--- config.mk ---
export PLATFORM = sky130hd
export DESIGN_NAME = keypad_add_ctrl
export DESIGN_NICKNAME = d
export VERILOG_FILES = /design/src/rtl/keypad_add_ctrl.sv
export SDC_FILE = /design/constraint.sdc
export NUM_CORES = 1
export LEC_CHECK = 0
export CORE_ASPECT_RATIO = 1.75
export CORE_MARGIN = 2
export CORE_UTILIZATION = 48
export DETAILED_ROUTE_END_ITERATION = 8
export DONT_BUFFER_PORTS = 1
export RECOVER_POWER = 50
export SETUP_SLACK_MARGIN = 0.4
export SLEW_MARGIN = 20
export SYNTH_ARGS = -nofsm -noshare
export SYNTH_HDL_FRONTEND = slang
export SYNTH_SLANG_ARGS = --single-unit
--- constraint.sdc ---
create_clock -name clk -period 6 [get_ports clk]
set_input_delay 0.6 -clock clk [delete_from_list [all_inputs] [get_ports clk]]
set_output_delay 0.6 -clock clk [all_outputs]
set_load 0.05 [all_outputs]
--- src/rtl/keypad_add_ctrl.sv ---
// keypad_add_ctrl
//   Turns keypad codes into two operands of DIGITS nibbles each and runs the
//   adder through a start/done handshake. The returned sum is latched for the
//   display.
//
// Optional feature macro: KEY_DEBOUNCE_EN
//   Defined   : a key is accepted only after sample has been stable for
//               DEBOUNCE_CYCLES consecutive cycles.
//   Undefined : a key event is any change of sample to a code other than
//               KEY_NONE.
//
// Ports
//   clk        system clock, posedge
//   rst_n      synchronous reset, active low
//   sample     keypad code: 0-9 digit, A plus, B clear, C equals,
//              D/E unused, F none
//   op_a/op_b  operands to adder
//   start      one-cycle pulse on the first S_RUN cycle
//   done       adder result valid; sum is sampled on this cycle
//   sum        adder result
//   disp       value to display (selected by state)
//   digit_cnt  nibbles entered into the current operand
//   debug      current state encoding
module keypad_add_ctrl #(
  parameter int unsigned DIGITS          = 3,
  parameter logic [3:0]  KEY_NONE        = 4'hF,
  parameter int unsigned DEBOUNCE_CYCLES = 16
) (
  input  logic                         clk,
  input  logic                         rst_n,
  input  logic [3:0]                   sample,
  output logic [4*DIGITS-1:0]          op_a,
  output logic [4*DIGITS-1:0]          op_b,
  output logic                         start,
  input  logic                         done,
  input  logic [4*DIGITS-1:0]          sum,
  output logic [4*DIGITS-1:0]          disp,
  output logic [$clog2(DIGITS+1)-1:0]  digit_cnt,
  output logic [1:0]                   debug
);

  localparam int unsigned W  = 4 * DIGITS;
  localparam int unsigned CW = $clog2(DIGITS + 1);

  localparam logic [3:0] KEY_PLUS  = 4'hA;
  localparam logic [3:0] KEY_CLEAR = 4'hB;
  localparam logic [3:0] KEY_EQ    = 4'hC;

  typedef enum logic [1:0] {
    S_A    = 2'd0,
    S_B    = 2'd1,
    S_RUN  = 2'd2,
    S_SHOW = 2'd3
  } state_t;

  state_t          state_q, state_n;
  logic [W-1:0]    op_a_n, op_b_n, result_q, result_n;
  logic [CW-1:0]   cnt_n;
  logic            start_n;

  logic            evt;
  logic [3:0]      key;
  logic            is_digit;

  // ---------------------------------------------------------------------
  // Key event detection
  // ---------------------------------------------------------------------
`ifdef KEY_DEBOUNCE_EN
  localparam int unsigned DB_W = $clog2(DEBOUNCE_CYCLES + 1);

  logic [3:0]      cand_q, accepted_q;
  logic [DB_W-1:0] db_cnt_q;
  logic            settled;

  // db_cnt_q counts the cycles sample has already matched cand_q, including
  // the cycle on which it was captured; the DEBOUNCE_CYCLES-th matching
  // cycle promotes the candidate to the accepted code.
  assign settled = (sample == cand_q) &&
                   (db_cnt_q >= DB_W'(DEBOUNCE_CYCLES - 1));
  assign evt     = settled && (cand_q != accepted_q) && (cand_q != KEY_NONE);
  assign key     = cand_q;

  always_ff @(posedge clk) begin
    if (!rst_n) begin
      cand_q     <= KEY_NONE;
      accepted_q <= KEY_NONE;
      db_cnt_q   <= '0;
    end else begin
      if (sample != cand_q) begin
        cand_q   <= sample;
        db_cnt_q <= DB_W'(1);
      end else if (db_cnt_q < DB_W'(DEBOUNCE_CYCLES - 1)) begin
        db_cnt_q <= db_cnt_q + DB_W'(1);
      end
      if (settled) begin
        accepted_q <= cand_q;
      end
    end
  end
`else
  logic [3:0] sample_q;

  assign evt = (sample != sample_q) && (sample != KEY_NONE);
  assign key = sample;

  always_ff @(posedge clk) begin
    if (!rst_n) begin
      sample_q <= KEY_NONE;
    end else begin
      sample_q <= sample;
    end
  end
`endif

  assign is_digit = (key <= 4'd9);

  // ---------------------------------------------------------------------
  // State and datapath registers
  // ---------------------------------------------------------------------
  always_ff @(posedge clk) begin
    if (!rst_n) begin
      state_q   <= S_A;
      op_a      <= '0;
      op_b      <= '0;
      result_q  <= '0;
      digit_cnt <= '0;
      start     <= 1'b0;
    end else begin
      state_q   <= state_n;
      op_a      <= op_a_n;
      op_b      <= op_b_n;
      result_q  <= result_n;
      digit_cnt <= cnt_n;
      start     <= start_n;
    end
  end

  // ---------------------------------------------------------------------
  // Next-state logic
  // ---------------------------------------------------------------------
  always_comb begin
    state_n  = state_q;
    op_a_n   = op_a;
    op_b_n   = op_b;
    result_n = result_q;
    cnt_n    = digit_cnt;
    start_n  = 1'b0;

    unique case (state_q)
      S_A, S_B: begin
        if (evt) begin
          if (is_digit) begin
            // Digits past DIGITS are dropped, no wrap.
            if (digit_cnt < CW'(DIGITS)) begin
              if (state_q == S_A) begin
                op_a_n = {op_a[W-5:0], key};
              end else begin
                op_b_n = {op_b[W-5:0], key};
              end
              cnt_n = digit_cnt + CW'(1);
            end
          end else if (key == KEY_PLUS && state_q == S_A) begin
            state_n = S_B;
            cnt_n   = '0;
          end else if (key == KEY_EQ && state_q == S_B) begin
            state_n = S_RUN;
            start_n = 1'b1;
          end else if (key == KEY_CLEAR) begin
            state_n = S_A;
            op_a_n  = '0;
            op_b_n  = '0;
            cnt_n   = '0;
          end
        end
      end

      S_RUN: begin
        // Keys are ignored here; done also wins over a coincident key.
        if (done) begin
          result_n = sum;
          state_n  = S_SHOW;
          cnt_n    = '0;
        end
      end

      S_SHOW: begin
        if (evt) begin
          if (is_digit) begin
            state_n = S_A;
            op_a_n  = {{(W-4){1'b0}}, key};
            op_b_n  = '0;
            cnt_n   = CW'(1);
          end else if (key == KEY_CLEAR) begin
            state_n = S_A;
            op_a_n  = '0;
            op_b_n  = '0;
            cnt_n   = '0;
          end
        end
      end

      default: state_n = S_A;
    endcase
  end

  // ---------------------------------------------------------------------
  // Display select
  // ---------------------------------------------------------------------
  always_comb begin
    disp = '0;
    unique case (state_q)
      S_A:     disp = op_a;
      S_B:     disp = op_b;
      S_RUN:   disp = op_b;
      S_SHOW:  disp = result_q;
      default: disp = '0;
    endcase
  end

  assign debug = state_q;

endmodule

=== After elaboration in Yosys (flattened, before gate mapping) ===
Cells that the tools add are included.

* Register bits: 45
* Latch bits: 0
* Memory bits (writable): 0
* ROM bits: 0
* Output and inout bits: 41
* Logic and storage cells: 85
* Memories: 0

* Add/sub/neg operators: 1
* Multiply operators: 0
* Divide/modulo/power cells: 0
* Magnitude comparators: 2
* Equality and inequality tests: 18
* Shifts and indexed selects: 0
* Muxes and demuxes: 41
* Bitwise operators: 3
* Reduce and logical (&&, ||, !) cells: 13

{| class="wikitable"
|+ Operators by type and width
! cell !! number
|-
| two-way mux 12 bit || 18
|-
| case mux 12 bit (2 select lines) || 2
|-
| case mux 12 bit (3 select lines) || 1
|-
| two-way mux 2 bit || 17
|-
| inequality test 3 bit, second input constant || 5
|-
| AND reduction 7 bit || 2
|-
| equality test 4 bit, second input constant || 3
|-
| case mux 2 bit (3 select lines) || 2
|-
| inequality test 2 bit, second input constant || 4
|-
| inequality test 4 bit, second input constant || 2
|-
| AND reduction 5 bit || 1
|-
| OR reduction 5 bit || 1
|-
| equality test 2 bit, second input constant || 2
|-
| <= comparator 4 bit, second input constant || 1
|-
| inequality test 4 bit || 1
|-
| AND reduction 4 bit || 1
|-
| OR reduction 2 bit || 2
|-
| logical AND 1 bit || 3
|-
| inverter 1 bit || 3
|-
| adder 2 x 1 -> 2 bit, second input constant || 1
|-
| equality test 2 x 1 -> 1 bit, second input constant || 1
|-
| logical NOT 2 bit || 1
|-
| < comparator 2 bit, second input constant || 1
|-
| AND reduction 2 bit || 1
|-
| other kinds (2) || 2
|}

=== Longest topological paths before layout ===
* Depth after elaboration: 7
* Mapped depth: 9
* Gate-level depth less buffers: 7

=== Worst setup path after synthesis ===
Ideal clock, no wire load.

* Path type: register to output
* From: reg state_q[1] (netlist: debug[1])
* To: out disp[0]
* Data arrival time: 2.809 ns
* Data required time: 5.400 ns
* Path slack: 2.591 ns
* Stages on the path, launching flop included: 6
* Buffers on the path: 2
* Path through: dfxtp_1 -> ha_1 -> clkbuf_1 -> clkbuf_1 -> a22oi_1 -> o21ai_0

* Cells in the longest elaborated chain, start to end: 3
* Elaborated cells between the ends (all ways): 6

{| class="wikitable"
|+ Ends and longest elaborated chain
! what !! RTL line !! RTL
|-
| from (decl) || 56 || <nowiki>state_t state_q, state_n;</nowiki>
|-
| from (signal assigned) || 129 || <nowiki>state_q <= state_n;</nowiki>
|-
| equality test 2 x 1 -> 1 bit / equality test 2 bit (equally long branches) || 211 || <nowiki>unique case (state_q)</nowiki>
|-
| OR reduction 2 bit (no source line) || -- ||
|-
| case mux 12 bit (3 select lines) (*) || 211 ||
|-
| to (decl) || 37 || <nowiki>output logic [4*DIGITS-1:0] disp,</nowiki>
|}

Every way passes the cells marked *; elsewhere a longest branch is shown, timed or not.

=== Worst setup path in the final report ===
* From: reg state_q[1] (netlist: debug[1])
* To: out disp[9]

Same word-level chain as after synthesis.

==> impl_results.md <==
* Crit end category: output pin
* CTS tree: done
* Largest net degree at the start of global routing at 31
* Tmin final at 3.49 ns
* Ports at 60
* Critical path data required time at about 5.4 ns
* Kind of critical path: reg -> out
* H-tree Lvls at 2
* Final Hold Fails at 0
* Peak supply drop at around 0.21 mV
* Max-slew headroom at 35.1%
* Initial core utilization at 49.0%
* Post-CTS sizing at 0
* Post-synth design cell area at between 2000 and 2500 um^2
* Cts hold-fix bufs at 0
* Vias at around 1,800
* Clock latency on the worst-skew pair at about 0.3 ns
* CTS root buffer: clkbuf_8
* Layout area overhead at 2.98%
* IO buf count at 0
* Post-synth net total at between 200 and 300
* Antenna Diode Count at 0
* Ratio of cells with drive above 1 in the final layout at approximately 6.0%
* RSZ-0062 raised after global routing: no
* Reg2Reg Depth at 7
* Post-route clock period utilization at around three fifths
* Hold WC Path Type: in -> reg
* Distinct cells, synth at 40
* Synth area leader: dfxtp_1
* CP Data Arrival Time at around 2.9 ns
* DR vias/cell at roughly 6.3
* Fin. max-slew vios at 0
* Post-Synthesis Cells at ~240
* YS warnings at 0
* Setup TNS at 0 ns
* Final setup vio count at 0
* Die W at between 50 and 60 um
* Post-synth top flop: dfxtp_1
* Core Box Area at ~4400 um^2
* Clock Skew at 0.00363 ns
* Gr usage total at approximately 25%
* CTS sink cnt at between 40 and 50
* Hpwl dp at 4500 um
* Outcome: complete, no violations
* Global-route wire length before repair at between 8000 and 9000 um
* Critical Path Start Type: flop
* Total grt overflow at 0
* Post-DRT Antenna Nets at 0
* # Post-CTS Setup Buffers at 0
* DIE AREA at between 5000 and 6000 um^2
* Cts bufs inserted at 5
* Initial antenna violation count at 0
* 1st-iter DRT viols at 72
* Synth async-reset ratio at 0%
* Power Density at approximately 370 nW/um^2
* Die Ht at between 90 and 100 um
* Vias in the first global route at around 1,800
* Placer Congestion at 0.927
* Cells on Worst Hold Path at 1
* Pre-antenna DRT Iters at 4
* Post-synth top area share at 42.1%
* Nets at 258
* #FFs+latches synth at 45
* Max clock buf depth at 2
* Row cnt at 32
* Leak at roughly 0.74 nW
* Util after Layout at ~50%
* Max Freq at roughly 290 MHz
* Sequential area share after synthesis at approximately 42%
* DRC Markers at 0
* Synth top area cells: dfxtp_1 (42%), a22o_1 (8.2%), nand2_1 (8.1%)
* Syn_area_per_cell at a little under 9 um^2
* Clock slew at reported path FFs at roughly 0.080 ns
* Crit Path Max Fanout at 21
* Max-cap violations at 0
* DR WL/cell at 20.6 um
* Worst-margin pin slew at 0.967 ns
* EDFF count, synth at 0
* WL final at 5910 um
[path summary, 6_finish.rpt]
path                      from            to  slack (ns)
setup / recovery      debug[1]       disp[9]        2.51
setup reg to reg      debug[1]       op_a[5]        2.88
hold / removal           rst_n   sample_q[2]        0.37
hold reg to reg   result_q[11]  result_q[11]        0.48
[kinds of logic after synthesis]
group / share of synthesized area, %
compound gates: 30.1
flops: 42.1
simple gates: 17.0
fa+ha+maj: 2.93
xor+xnor: 1.64
mux: 0.468
buf+inv: 5.79
[cell type report]
class	instances	area, um^2
fill	428	2160
multi-input combinational	175	1110
sequential	45	901
clock buffer	5	68.8
tap	51	63.8
clock inverter	3	21.3
inverter	5	18.8
timing repair buffer	2	15.0
[flip-flops by register name (all words and copies together), names as in the netlist]
| name | cells |
|---|---|
| op_a | 12 |
| op_b | 12 |
| result_q | 12 |
| sample_q | 4 |
| debug | 2 |
| digit_cnt | 2 |
| start | 1 |
[stage by stage]
step | instance area, um^2 | setup slack, ns | hold WS (ns) | power [mW] | instances
6_report | 2200 | 2.51 | 0.373 | 0.808 | 286
5_1_grt | 2200 | 2.37 | 0.367 | 0.852 | 286
4_1_cts | 2200 | 2.52 | 0.372 | 0.814 | 286
3_5_place_dp | 2110 | 2.86 | 0.473 | 0.628 | 278
3_3_place_gp | 2110 | 2.89 | 0.469 | 0.624 | 278
2_1_floorplan | 2140 | 2.59 | 0.436 | 0.595 | 244
[critical path: stages, from the launching register on]
cell	delay [ns]
dfxtp_1	0.81
ha_1	0.80
a22oi_1	0.17
o21ai_1	0.80
[synthesized netlist by cell type (all sizes together) (5+ instances only)]
master / number
nand2: 46
dfxtp: 45
a22o: 20
o21ai: 19
a21oi: 16
a22oi: 13
clkbuf: 12
buf: 7
ha: 5
nand2b: 5
nor2: 5
[layout by cell type (no fill, tap or decap), drive strengths merged, types with 2 or more instances in the layout]
| cell | Yosys | routed |
|---|---|---|
| a211oi | 2 | 2 |
| a21oi | 16 | 16 |
| a22o | 20 | 20 |
| a22oi | 13 | 13 |
| a31oi | 3 | 3 |
| a41o | 2 | 2 |
| and2 | 3 | 3 |
| buf | 7 | 2 |
| clkbuf | 12 | 5 |
| clkinv | 1 | 2 |
| dfxtp | 45 | 45 |
| ha | 5 | 5 |
| inv | 4 | 5 |
| nand2 | 46 | 46 |
| nand2b | 5 | 5 |
| nand3 | 3 | 3 |
| nand4 | 3 | 3 |
| nand4b | 3 | 3 |
| nor2 | 5 | 5 |
| nor3 | 4 | 4 |
| o211ai | 2 | 2 |
| o21a | 2 | 2 |
| o21ai | 19 | 19 |
| o2bb2ai | 2 | 2 |
| o31ai | 3 | 3 |
| xor2 | 4 | 4 |
[power breakdown]
group	leakage (nW)	internal (mW)	total [mW]	switching, mW
Sequential	0.366	0.324	0.421	0.0973
Clock	0.0445	0.0827	0.188	0.106
Combinational	0.330	0.0574	0.199	0.141
[layer usage]
layer	vias up	GRT usage, %	part of all wire [%]
met5	-	0	0
met4	0	11.7	3.2
met3	16	5.97	5.5
met2	58	46.0	56
met1	847	24.0	35
li1	872	-	-
Note: power is estimated with default switching activity, not from simulation.
